[config.mk]
export PLATFORM = sky130hd
export DESIGN_NAME = mem_stage_unit
export DESIGN_NICKNAME = d
export VERILOG_FILES = /design/src/rtl/mem_stage_pkg.sv /design/src/rtl/mem_lane_align.sv /design/src/rtl/mem_stage_unit.sv
export SDC_FILE = /design/constraint.sdc
export NUM_CORES = 1
export LEC_CHECK = 0
export CAP_MARGIN = 20
export CORE_AREA = 2 2 293 295
export CTS_BUF_LIST = sky130_fd_sc_hd__clkbuf_4
export CTS_CLUSTER_DIAMETER = 200
export DETAILED_ROUTE_END_ITERATION = 8
export DIE_AREA = 0 0 295 297
export GPL_TIMING_DRIVEN = 0
export PLACE_DENSITY = 0.42
export SETUP_SLACK_MARGIN = 0.05
export SYNTH_ARGS = -nofsm -noshare
export SYNTH_HDL_FRONTEND = slang
export SYNTH_SLANG_ARGS = --single-unit
[constraint.sdc]
create_clock -name clk -period 10.2 [get_ports clk]
set_input_delay 2.04 -clock clk [delete_from_list [all_inputs] [get_ports clk]]
set_output_delay 2.04 -clock clk [all_outputs]
set_load 0.02 [all_outputs]
[src/rtl/mem_stage_pkg.sv]
// rtl/mem_stage_pkg.sv - funct3 codes, FSM encoding and size helpers for the MEM stage
package mem_stage_pkg;

    localparam int XLEN_DEFAULT = 64;

    localparam logic [2:0] F3_B  = 3'b000;
    localparam logic [2:0] F3_H  = 3'b001;
    localparam logic [2:0] F3_W  = 3'b010;
    localparam logic [2:0] F3_D  = 3'b011;
    localparam logic [2:0] F3_BU = 3'b100;
    localparam logic [2:0] F3_HU = 3'b101;
    localparam logic [2:0] F3_WU = 3'b110;

    localparam logic [0:0] ST_IDLE   = 1'b0;
    localparam logic [0:0] ST_ACCESS = 1'b1;

    // Byte-lane mask for an access of the given size code (funct3[1:0]).
    function automatic logic [7:0] size_mask(input logic [1:0] size_code);
        case (size_code)
            2'b00:   size_mask = 8'h01;
            2'b01:   size_mask = 8'h03;
            2'b10:   size_mask = 8'h0F;
            default: size_mask = 8'hFF;
        endcase
    endfunction

    // Address bits that must be zero for a naturally aligned access.
    function automatic logic [2:0] align_mask(input logic [1:0] size_code);
        case (size_code)
            2'b00:   align_mask = 3'b000;
            2'b01:   align_mask = 3'b001;
            2'b10:   align_mask = 3'b011;
            default: align_mask = 3'b111;
        endcase
    endfunction

endpackage

[src/rtl/mem_lane_align.sv]
// rtl/mem_lane_align.sv - byte-lane steering for stores and load extract/extend
module mem_lane_align
    import mem_stage_pkg::*;
#(
    parameter int XLEN = XLEN_DEFAULT
) (
    input  logic [2:0]      offset_i,
    input  logic [2:0]      funct3_i,
    input  logic [XLEN-1:0] store_data_i,
    input  logic [XLEN-1:0] rdata_i,
    output logic [7:0]      wstrb_o,
    output logic [XLEN-1:0] wdata_o,
    output logic [XLEN-1:0] load_data_o
);

    logic [5:0]      shamt;
    logic [XLEN-1:0] shifted;

    assign shamt = {offset_i, 3'b000};

    // Lanes pushed past byte 7 fall off the top; lanes pulled from past byte 7 read as zero.
    assign wstrb_o = size_mask(funct3_i[1:0]) << offset_i;
    assign wdata_o = store_data_i << shamt;
    assign shifted = rdata_i >> shamt;

    always_comb begin
        load_data_o = shifted;
        case (funct3_i)
            F3_B:  load_data_o = {{(XLEN-8){shifted[7]}}, shifted[7:0]};
            F3_H:  load_data_o = {{(XLEN-16){shifted[15]}}, shifted[15:0]};
            F3_W:  load_data_o = {{(XLEN-32){shifted[31]}}, shifted[31:0]};
            F3_D:  load_data_o = shifted;
            F3_BU: load_data_o = {{(XLEN-8){1'b0}}, shifted[7:0]};
            F3_HU: load_data_o = {{(XLEN-16){1'b0}}, shifted[15:0]};
            F3_WU: load_data_o = {{(XLEN-32){1'b0}}, shifted[31:0]};
            default: load_data_o = shifted;
        endcase
    end

endmodule

[src/rtl/mem_stage_unit.sv]
// rtl/mem_stage_unit.sv - MEM stage: data-memory req/ack access FSM, branch resolve, MEM/WB register
// Optional build macro: MEM_MISALIGN_TRAP_EN (misaligned accesses complete with mem_err, no request).
module mem_stage_unit
    import mem_stage_pkg::*;
#(
    parameter int XLEN     = XLEN_DEFAULT,
    parameter int MAX_WAIT = 255
) (
    input  logic            clk,
    input  logic            reset,
    input  logic            in_valid,
    input  logic [XLEN-1:0] PC_S,
    input  logic            RegWrite_S,
    input  logic            MemtoReg_S,
    input  logic            MemRead_S,
    input  logic            MemWrite_S,
    input  logic            Branch_S,
    input  logic            ZERO_S,
    input  logic [XLEN-1:0] Result_S,
    input  logic [XLEN-1:0] Write_Data_Mem_S,
    input  logic [XLEN-1:0] Branch_Address_S,
    input  logic [3:0]      Funct_S,
    input  logic [4:0]      RD_S,
    output logic            stall,
    output logic            PCSrc,
    output logic [XLEN-1:0] Branch_Target,
    output logic            mem_req,
    output logic            mem_we,
    output logic [XLEN-1:0] mem_addr,
    output logic [XLEN-1:0] mem_wdata,
    output logic [7:0]      mem_wstrb,
    input  logic [XLEN-1:0] mem_rdata,
    input  logic            mem_ack,
    output logic            wb_valid,
    output logic            RegWrite_W,
    output logic            MemtoReg_W,
    output logic [XLEN-1:0] Read_Data_W,
    output logic [XLEN-1:0] Result_W,
    output logic [XLEN-1:0] PC_W,
    output logic [4:0]      RD_W,
    output logic            mem_err
);

    localparam int            CW       = $clog2(MAX_WAIT + 1);
    localparam logic [CW-1:0] WAIT_MAX = CW'(MAX_WAIT);

    logic [0:0]      state_q, state_d;
    logic [CW-1:0]   wait_cnt_q, wait_cnt_d;
    logic            memop, trap, access_ok, timeout, timeout_fail, done, complete, load_ack;
    logic [XLEN-1:0] load_data;
    logic            unused_funct;

    assign unused_funct = Funct_S[3];

    assign memop = in_valid & (MemRead_S | MemWrite_S);

`ifdef MEM_MISALIGN_TRAP_EN
    assign trap = memop & (|(Result_S[2:0] & align_mask(Funct_S[1:0])));
`else
    assign trap = 1'b0;
`endif

    assign access_ok    = memop & ~trap;
    assign timeout      = (state_q == ST_ACCESS) & (wait_cnt_q == WAIT_MAX);
    assign timeout_fail = timeout & ~mem_ack;
    assign done         = access_ok & (mem_ack | timeout);
    assign complete     = in_valid & (~memop | trap | done);
    assign load_ack     = access_ok & MemRead_S & ~MemWrite_S & mem_ack;

    // Gated by reset so the request and stall fall immediately, not at the next edge.
    assign mem_req  = access_ok & ~reset;
    assign stall    = access_ok & ~mem_ack & ~timeout & ~reset;
    assign mem_we   = mem_req & MemWrite_S;
    assign mem_addr = {Result_S[XLEN-1:3], 3'b000};

    assign PCSrc         = in_valid & Branch_S & ZERO_S;
    assign Branch_Target = Branch_Address_S;

    mem_lane_align #(.XLEN(XLEN)) u_align (
        .offset_i     (Result_S[2:0]),
        .funct3_i     (Funct_S[2:0]),
        .store_data_i (Write_Data_Mem_S),
        .rdata_i      (mem_rdata),
        .wstrb_o      (mem_wstrb),
        .wdata_o      (mem_wdata),
        .load_data_o  (load_data)
    );

    always_comb begin
        state_d    = state_q;
        wait_cnt_d = wait_cnt_q;
        if (state_q == ST_IDLE) begin
            wait_cnt_d = '0;
            if (access_ok & ~mem_ack) begin
                state_d = ST_ACCESS;
            end
        end else begin
            // Losing the request mid-access is treated like completion so the FSM never wedges.
            if (mem_ack | timeout | ~access_ok) begin
                state_d    = ST_IDLE;
                wait_cnt_d = '0;
            end else if (wait_cnt_q != WAIT_MAX) begin
                wait_cnt_d = wait_cnt_q + CW'(1);
            end
        end
    end

    always_ff @(posedge clk or posedge reset) begin
        if (reset) begin
            state_q     <= ST_IDLE;
            wait_cnt_q  <= '0;
            wb_valid    <= 1'b0;
            mem_err     <= 1'b0;
            RegWrite_W  <= 1'b0;
            MemtoReg_W  <= 1'b0;
            Read_Data_W <= '0;
            Result_W    <= '0;
            PC_W        <= '0;
            RD_W        <= '0;
        end else begin
            state_q    <= state_d;
            wait_cnt_q <= wait_cnt_d;
            wb_valid   <= complete;
            mem_err    <= complete & (trap | timeout_fail);
            if (complete) begin
                RegWrite_W  <= RegWrite_S & ~trap & ~timeout_fail;
                MemtoReg_W  <= MemtoReg_S;
                Read_Data_W <= load_ack ? load_data : '0;
                Result_W    <= Result_S;
                PC_W        <= PC_S;
                RD_W        <= RD_S;
            end
        end
    end

endmodule

==> metrics.cfg, run 1 <==
[yosys]
synth_edf_count = 0
ys_top_cells_by_area = dfrtp_1 41%, mux2_2 13%, mux2i_1 10%, buf_4 7.9%, nand2_1 2.9%
synth_cell_types = 44
synth_top_cell_by_area = dfrtp_1
syn_area_per_cell_um2 = 10.3
synth_compound_area_share_pct = 11.2
synth_xor_xnor_area_share_pct = 0.415
seq_area_frac_synth_pct = 41.5
synth_area_um2 = 12700
synth_adder_area_share_pct = 0.0987
yosys_most_used_dff = dfrtp_1
postSynthCellCount = 1235
muxShareOfSynthArea_pct = 26.6
yosys.area_share.simple_pct = 8.90
ys_ff_latch = 210
yosysWarnings = 0
synthArstFlopShare_pct = 100
synth_top_family_by_area = multiplexers
yosysMostFrequentCell = dfrtp_1
synth_top_area_share_pct = 41.5
netlist_top_cells_count = 210 x dfrtp_1, 150 x mux2_2, 133 x buf_4

[timing]
final_hold_viol_count = 0
tns_ps = 0
setup_violations = 0
finClkSkew_ps = 58.7
rsz0062_at_grt = false
worst_slack_ps = 2350
max_freq_mhz = 127
fin_crit_ps = 7850
min_period_over_period_pct = 76.9
finalMaxSlewViolations = 0
slew_headroom_pct = 20.7
worst_slew_pin_slew_ps = 1190

[power_and_ir_drop]
ir_drop_uv = 50.1
powerDensity_nw_per_um2 = 127
p_sw_share_pct = 35.5
clkPwrFrac_pct = 28.2
intPower_w = 0.00178
power_w = 0.00275
p_sw_w = 0.000976
p_comb_share_pct = 37.0
static-leakage-power_nw = 8.92
pwr-share-seq_pct = 34.8

[critical_path]
cp-start-kind = input port
crit_arrival_ps = 5810
rrSetupSlack_ps = 7200
cp_max_fo = 10
critPathCaptureType = output port
criticalPathCategory = in -> out
crit_required_ps = 8160

[global_route]
gr-total-overflow = 0
grt_pass1_vias = 13700
grt_pass1_wl_mm = 110
antenna_found_initial = 18
grt_max_degree = 91
grt_use_total_pct = 17.8

[clock_network]
root_buffer = clkbuf_4
clk_path_buf_depth = 3
cts_setup_buffers = 0
cts_resized = 0
clkTransAtPathRegs_ps = 60
cts_tree = done
cts_sinks = 210
numCtsBuffers = 61
insertion_delay_ps = 790
htreeDepth = 2
hold_buffers = 0

[placed_design]
pre_cts_slack_ps = 2400
gp_congestion = 0.883
hpwl_mm = 68.8
placed_area_um2 = 20900
port_buffers = 673

[routing]
final_antenna_net_count = 0
totalWireLength_mm = 81.4
drt-pass1-iter-count = 5
drc_errors = 0
wl_per_cell_um = 25.6
first_iter_violations = 648
num_vias = 13000
viasPerCell = 4.08

[run_status]
outcome = finished clean

[floorplan]
dieArea_um2 = 87600
core_area_um2 = 84500
num_rows = 107
boundaryPins = 744
initial_core_util_pct = 15.0
dieHeight_um = 297
die_w_um = 295

[flow_run]
cap_violations = 0

[layout]
post-route-util_pct = 25.7
nFillCells = 9173
nets = 2316
final_area_um2 = 21700
drive_gt1_share_pct = 21.9
syn_to_final_growth_pct = 71.3

[hold_path]
min_path_type = reg -> reg

==> power groups by stage <==
stage               sequential (W)  combinational (W)  clock (W)
floorplan                  0.00107           0.000357          0
finish                    0.000957            0.00102   0.000776
detailed placement        0.000973            0.00103          0
CTS                       0.000958            0.00103   0.000830
global route              0.000967            0.00107   0.000866
global placement          0.000970            0.00103          0
==> path summary, 6_finish.rpt <==
kind	start	to	cells after the start
worst min register to register	Read_Data_W[0]	Read_Data_W[0]	2
worst min-delay path	Read_Data_W[0]	Read_Data_W[0]	2
worst max-delay path	Result_S[0]	mem_wdata[59]	9
min in group asynchronous	reset	Result_W[61]	2
worst max register to register	wait_cnt_q[0]	PC_W[61]	7
max in group asynchronous	reset	PC_W[60]	3
==> through the flow <==
| stage | hold slack [ps] | instances |
|---|---|---|
| after floorplan | 455 | 1237 |
| after global placement | 475 | 3054 |
| after detailed placement | 476 | 3057 |
| after CTS | 488 | 3171 |
| after global routing | 517 | 3174 |
| final | 479 | 3182 |
==> per-layer routing <==
| layer | track usage (%) | routed length, µm | vias up |
|---|---|---|---|
| met5 | 0 | 103 | - |
| met4 | 7.20 | 3390 | 16 |
| met3 | 6.96 | 8380 | 140 |
| met2 | 33.2 | 42100 | 720 |
| met1 | 17.4 | 27500 | 6289 |
| li1 | - | - | 5805 |
==> layout make-up <==
type | count | area, µm² | share of cell area (%)
Tap cell | 1144 | 1430 | 6.59
Sequential cell | 210 | 5260 | 24.2
Clock buffer | 81 | 608 | 2.80
Clock inverter | 33 | 143 | 0.657
Buffer | 222 | 1390 | 6.40
Timing Repair Buffer | 676 | 6820 | 31.4
Inverter | 11 | 48.8 | 0.225
Antenna cell | 11 | 27.5 | 0.127
Multi-Input combinational cell | 794 | 6000 | 27.6
==> cell families (layout without fill, tap and decap cells) <==
group	after synthesis	count (layout)
compound gates	231	231
xor+xnor	6	6
fa+ha+maj	1	1
buf+inv	233	1023
flops	210	210
mux	298	298
other cells	1	14
simple gates	255	255
==> state kept, by name, summed over array words and instances (netlist names) <==
signal       count
RegWrite_W       1
Result_W        64
MemtoReg_W       1
wait_cnt_q       8
RD_W             5
mem_err          1
state_q          1
wb_valid         1
Read_Data_W     64
PC_W            64
==> worst max-delay path, stage by stage <==
cell and delay (ps):
clkdlybuf4s50_1 690, buf_4 300, buf_4 250, buf_4 250
buf_2 380, buf_2 370, a21oi_1 120, o21ai_0 620
clkdlybuf4s50_1 750
==> placed cells by master, fill, tap and decap left out, drive strengths merged, types with 2 or more instances in the layout <==
master / n
a211oi: 36
a21oi: 36
a221o: 8
a31oi: 7
and2: 10
and3: 4
buf: 191
clkbuf: 115
clkdlybuf4s50: 673
clkinv: 30
conb: 3
dfrtp: 210
diode: 11
inv: 13
mux2: 150
mux2i: 132
mux4: 16
nand2: 99
nand2b: 5
nand3: 5
nand3b: 6
nor2: 92
nor2b: 19
nor3: 3
nor3b: 2
o211ai: 22
o21ai: 81
o22ai: 34
o311ai: 2
or2: 4
or3: 4
xnor2: 3
xor2: 3
(Power assumes the default switching activity.)
==> run 2: changes to the inputs <==
--- a/config.mk
+++ b/config.mk
@@ -6,13 +6,13 @@
 export NUM_CORES = 1
 export LEC_CHECK = 0
 export CAP_MARGIN = 20
-export CORE_AREA = 2 2 293 295
+export CORE_AREA = 2 2 287 289
 export CTS_BUF_LIST = sky130_fd_sc_hd__clkbuf_4
 export CTS_CLUSTER_DIAMETER = 200
 export DETAILED_ROUTE_END_ITERATION = 8
-export DIE_AREA = 0 0 295 297
+export DIE_AREA = 0 0 289 291
 export GPL_TIMING_DRIVEN = 0
-export PLACE_DENSITY = 0.42
+export PLACE_DENSITY = 0.44
 export SETUP_SLACK_MARGIN = 0.05
 export SYNTH_ARGS = -nofsm -noshare
 export SYNTH_HDL_FRONTEND = slang
==> constraint.sdc (replaced) <==
create_clock -name clk -period 6.4 [get_ports clk]
set_input_delay 1.28 -clock clk [delete_from_list [all_inputs] [get_ports clk]]
set_output_delay 1.28 -clock clk [all_outputs]
set_load 0.02 [all_outputs]
==> run 2 against run 1 <==
  * Design area is 0.18% lower
  * Final cell count is 2.7% lower
  * Sequential cell count unchanged
  * Clock power increased by 71%
  * Critical path depth stayed put
  * Register-to-register slack worse by 3700 ps
  * Clock skew is 12 ps lower
  * Worst hold slack improved by 5.7 ps
  * Core utilization increased by 0.99 points
  * Power up 62%
  * Die area fell by 4.0%
  * Critical endpoint unchanged
==> metrics.cfg, run 2 (synthesized netlist as in run 1, its figures left out) <==
[flow_run]
cap_violations = 0

[clock_network]
cts_setup_buffers = 0
root_buffer = clkbuf_4
cts_tree = done
clk_path_buf_depth = 3
clkTransAtPathRegs_ps = 50
hold_buffers = 0
insertion_delay_ps = 770
cts_resized = 0
numCtsBuffers = 61
htreeDepth = 2
cts_sinks = 210

[global_route]
antenna_found_initial = 24
met1_usage_pct = 17.2
grt_use_total_pct = 18.0
gr-usage-met3_pct = 7.73
grt_pass1_wl_mm = 107
grt_max_degree = 45
top_usage_layer = met2
grt_pass1_vias = 13500
use_met2_pct = 33.5
gr-total-overflow = 0

[layout]
final_area_um2 = 21700
final_cell_mix = 673 x clkdlybuf4s50_1, 210 x dfrtp_1, 150 x mux2_2
finalNonFillerCells = 3096
syn_to_final_growth_pct = 71.0
layout_commonest_cell = clkdlybuf4s50_1
drive_gt1_share_pct = 22.5
nFillCells = 8606
nets = 2319
post-route-util_pct = 26.7
reg_top3 = PC_W (64), Read_Data_W (64), Result_W (64)

[timing]
min_period_over_period_pct = 97.6
finalMaxSlewViolations = 0
rsz0062_at_grt = false
tns_ps = 0
slew_headroom_pct = 32.7
final_hold_viol_count = 0
max_freq_mhz = 160
setup_violations = 0
fin_crit_ps = 6250
finClkSkew_ps = 46.3
worst_slew_pin_slew_ps = 1010

[critical_path]
cp-start-kind = input port
rrSetupSlack_ps = 3480
crit_required_ps = 5120
crit_start = Result_S[0]
rr_endpoint = Result_W[9]
crit_arrival_ps = 4970
r2r-start = wait_cnt_q[0]
criticalPathCategory = in -> out
cp_max_fo = 10
rr_worst_depth = 7
critPathCaptureType = output port

[power_and_ir_drop]
pwr-share-seq_pct = 34.1
p_comb_share_pct = 36.1
p_sw_w = 0.00152
p_sw_share_pct = 34.0
powerDensity_nw_per_um2 = 206
static-leakage-power_nw = 8.96
ir_drop_uv = 70.7
intPower_w = 0.00295
clkPwrFrac_pct = 29.8

[placed_design]
dp_cells = 2986
port_buffers = 673
placed_area_um2 = 20900
gp_congestion = 0.883
hpwl_mm = 67.2

[floorplan]
die_w_um = 289
dieHeight_um = 291
num_rows = 105
dieArea_um2 = 84100
initial_core_util_pct = 15.6
core_area_um2 = 81200
boundaryPins = 744

[routing]
final_antenna_net_count = 0
drt-pass1-iter-count = 5
num_vias = 13000
drc_errors = 0
wl_per_cell_um = 25.6
totalWireLength_mm = 79.4
first_iter_violations = 624
viasPerCell = 4.20

[hold_path]
min_path_type = reg -> reg
worstHoldPathCells = 2
hold_end = Read_Data_W[3]
hold_start = Read_Data_W[3]

[run_status]
outcome = finished clean

## run 2: cell count changes in the layout (fill, tap and decap cells not counted), moves of 2 or more
| cell | change |
|---|---|
| clkinv_2 | -2 |
| inv_6 | -2 |
| buf_12 | +5 |
| buf_16 | -3 |
| clkinv_1 | -15 |
| clkbuf_4 | +9 |
| diode_2 | -7 |
| bufinv_16 | +2 |
## run 2: layout make-up
cell class                      instances  area (µm²)  share of cell area, %
Timing Repair Buffer                  679        6850                   31.6
Multi-Input combinational cell        794        6000                   27.7
Sequential cell                       210        5260                   24.2
Buffer                                222        1390                   6.41
Tap cell                             1070        1340                   6.18
Clock buffer                           90         676                   3.12
Clock inverter                         16         115                  0.531
Inverter                               11        45.0                  0.208
Antenna cell                            4        10.0                 0.0462
## run 2: power groups by stage
stage          logic (W)  registers [W]  clock network, W
2_1_floorplan   0.000570        0.00171                 0
3_3_place_gp     0.00162        0.00155                 0
3_5_place_dp     0.00163        0.00155                 0
4_1_cts          0.00164        0.00153           0.00141
5_1_grt          0.00170        0.00154           0.00148
6_report         0.00161        0.00153           0.00133
## run 2: critical path: stages
cell,delay [ps]
clkdlybuf4s50_1,600
buf_4,290
buf_4,250
buf_4,250
buf_2,360
buf_2,360
a21oi_1,110
o21ai_0,690
clkdlybuf4s50_1,760
## run 2: metrics by stage
| stage | power, W | worst slack, ps | hold WS [ps] |
|---|---|---|---|
| 3_3_place_gp | 0.00317 | -2710 | 469 |
| 4_1_cts | 0.00458 | 255 | 493 |
| 6_report | 0.00447 | 153 | 484 |
| 2_1_floorplan | 0.00228 | 37.2 | 455 |
| 3_5_place_dp | 0.00318 | 263 | 479 |
| 5_1_grt | 0.00472 | 127 | 503 |
## run 2: how the worst max path moves through the flow
stage | endpoint | depth (start not counted)
5_1_grt | mem_wdata[59] | 8
3_3_place_gp | mem_we | 4
4_1_cts | mem_wdata[59] | 9
6_report | mem_wdata[59] | 9
2_1_floorplan | mem_we | 2
3_5_place_dp | mem_wdata[59] | 9
## run 2: per-layer routing
metal / wire (µm) / vias to the layer above
met1: 26100 / 6298
met4: 3410 / 36
met3: 8660 / 143
met5: 239 / -
li1: - / 5799
met2: 40900 / 725
==> run 3: changes to the inputs <==
--- a/config.mk
+++ b/config.mk
@@ -12,8 +12,9 @@
 export DETAILED_ROUTE_END_ITERATION = 8
 export DIE_AREA = 0 0 289 291
 export GPL_TIMING_DRIVEN = 0
-export PLACE_DENSITY = 0.44
+export PLACE_DENSITY = 0.38
 export SETUP_SLACK_MARGIN = 0.05
+export SKIP_LAST_GASP = 1
 export SYNTH_ARGS = -nofsm -noshare
 export SYNTH_HDL_FRONTEND = slang
 export SYNTH_SLANG_ARGS = --single-unit
==> run 3 against run 2 <==
  * Sequential power is essentially flat
  * Register-to-register slack gained 290 ps
  * Count of clock-buffer cells in the layout shrank 1
  * Sequential cell count is the same
  * Global-route usage shrank 0.12 points
  * Clock skew grew 4.0 ps
  * First-iteration DRC count shrank 17%
  * Die area is the same
  * Critical endpoint is now mem_wdata[58]
  * Largest cell class unchanged
  * Largest power group unchanged
  * Highest routed layer unchanged
==> metrics.cfg, run 3 (synthesized netlist as in run 1, its figures left out) <==
[run_status]
outcome = finished clean

[timing]
worst_slack_ps = 110
finalMaxSlewViolations = 0
rsz0062_at_grt = false
slew_headroom_pct = 29.7
min_period_over_period_pct = 98.3
finClkSkew_ps = 50.2
fin_crit_ps = 6290
setup_violations = 0
worst_slew_pin_slew_ps = 1050
max_freq_mhz = 159
final_hold_viol_count = 0

[power_and_ir_drop]
p_comb_share_pct = 36.5
p_sw_share_pct = 34.4
pwr-share-seq_pct = 34.8
ir_drop_uv = 72.6
powerDensity_nw_per_um2 = 202
static-leakage-power_nw = 8.94
clkPwrFrac_pct = 28.7
p_sw_w = 0.00151
intPower_w = 0.00287

[critical_path]
cp-start-kind = input port
worstPathCellList = clkdlybuf4s50_1, buf_4, buf_4, buf_4, buf_2, buf_2, a21oi_1, o21ai_0, clkdlybuf4s50_1
r2r-start = wait_cnt_q[0]
rrSetupSlack_ps = 3770
rr_endpoint = Result_W[4]
crit_arrival_ps = 5010
cpMaxStageDelayCell = clkdlybuf4s50_1
criticalPathCategory = in -> out
critPathTopFamily = buffers and inverters
critPathBufInv = 7
cp_max_fo = 10
cpMostUsedCell = buf_4
rr_worst_depth = 7
cpPeakStageDelay_ps = 760
critPathCaptureType = output port
crit_required_ps = 5120

[routing]
final_antenna_net_count = 0
drt-pass1-iter-count = 5
wl_per_cell_um = 25.3
first_iter_violations = 520
totalWireLength_mm = 78.3
viasPerCell = 4.14
drc_errors = 0
num_vias = 12800

[layout]
nets = 2318
finalNonFillerCells = 3100
reg_top3 = PC_W (64), Read_Data_W (64), Result_W (64)
layout_commonest_cell = clkdlybuf4s50_1
syn_to_final_growth_pct = 70.8
drive_gt1_share_pct = 22.5
nFillCells = 8724
final_area_um2 = 21600
final_cell_mix = 673 x clkdlybuf4s50_1, 210 x dfrtp_1, 150 x mux2_2

[global_route]
gr-total-overflow = 0
grt_pass1_wl_mm = 107
grt_pass1_vias = 13600
antenna_found_initial = 21
grt_max_degree = 41
grt_use_total_pct = 17.9

[clock_network]
cts_tree = done
cts_setup_buffers = 0
clk_path_buf_depth = 3
root_buffer = clkbuf_4
cts_sinks = 210
insertion_delay_ps = 750
hold_buffers = 0
numCtsBuffers = 61
clkTransAtPathRegs_ps = 60
htreeDepth = 2

[placed_design]
pre_cts_slack_ps = -6.94
placed_area_um2 = 20900
port_buffers = 673
gp_congestion = 0.843
hpwl_mm = 66.4
dp_cells = 2986

[floorplan]
num_rows = 105
core_area_um2 = 81200
die_w_um = 289
boundaryPins = 744
dieArea_um2 = 84100
dieHeight_um = 291
initial_core_util_pct = 15.6

[hold_path]
min_path_type = reg -> reg
worstHoldPathCells = 2
hold_start = Read_Data_W[1]
hold_end = Read_Data_W[1]

[flow_run]
cap_violations = 0

[run 3: cell type report]
class / instances / area, µm² / share of cell area, %
tap: 1070 / 1340 / 6.19
inverter: 11 / 45.0 / 0.208
clock buffer: 89 / 668 / 3.09
antenna: 4 / 10.0 / 0.0462
sequential: 210 / 5260 / 24.3
timing repair buffer: 679 / 6850 / 31.7
clock inverter: 22 / 91.3 / 0.422
multi-input combinational: 794 / 6000 / 27.7
buffer: 221 / 1390 / 6.40
[run 3: how the worst max path moves through the flow]
stage | startpoint | to | slack [ps] | cells past startpoint
2_1_floorplan | reset | mem_we | 40 | 2
3_3_place_gp | reset | mem_we | -2880 | 4
3_5_place_dp | Result_S[2] | mem_wstrb[5] | -7 | 8
5_1_grt | Result_S[0] | mem_wdata[58] | 90 | 9
4_1_cts | Result_S[0] | mem_wdata[59] | 60 | 9
6_report | Result_S[0] | mem_wdata[58] | 110 | 9
[run 3: repair_timing]
action                                  in CTS  in global routing
endpoints found under the setup margin       1                  1
pin swaps                                    0                  0
cloned                                       0                  0
gates resized for setup                      0                  1
[run 3: layer usage]
layer  up-vias  share of wire (%)  GRT usage, %
met1      6201                 34          17.7
met3       137                9.9          6.85
met4        26                2.5          4.71
li1       5810                  -             -
met5         -               0.20             0
met2       665                 53          34.3
[run 3: through the flow]
step / util, % / total power [W] / TNS (ps) / hold slack, ps
after floorplan: - / 0.00228 / 0 / 455
after global placement: 25.6 / 0.00316 / -2890 / 472
after detailed placement: 25.7 / 0.00318 / -6.94 / 470
after CTS: 26.6 / 0.00449 / 0 / 484
after global routing: 26.6 / 0.00464 / 0 / 501
final: 26.7 / 0.00438 / 0 / 482
[run 3: power by group through the flow]
stage | registers, W | logic (W) | clock network [W]
after detailed placement | 0.00155 | 0.00163 | 0
after floorplan | 0.00171 | 0.000570 | 0
after CTS | 0.00152 | 0.00163 | 0.00134
after global routing | 0.00154 | 0.00169 | 0.00142
final | 0.00152 | 0.00160 | 0.00126
after global placement | 0.00154 | 0.00162 | 0
[run 3: worst min-delay path: stages (launching register included)]
cell and delay (ps):
dfrtp_1 340, nand2_1 50, o21ai_0 60
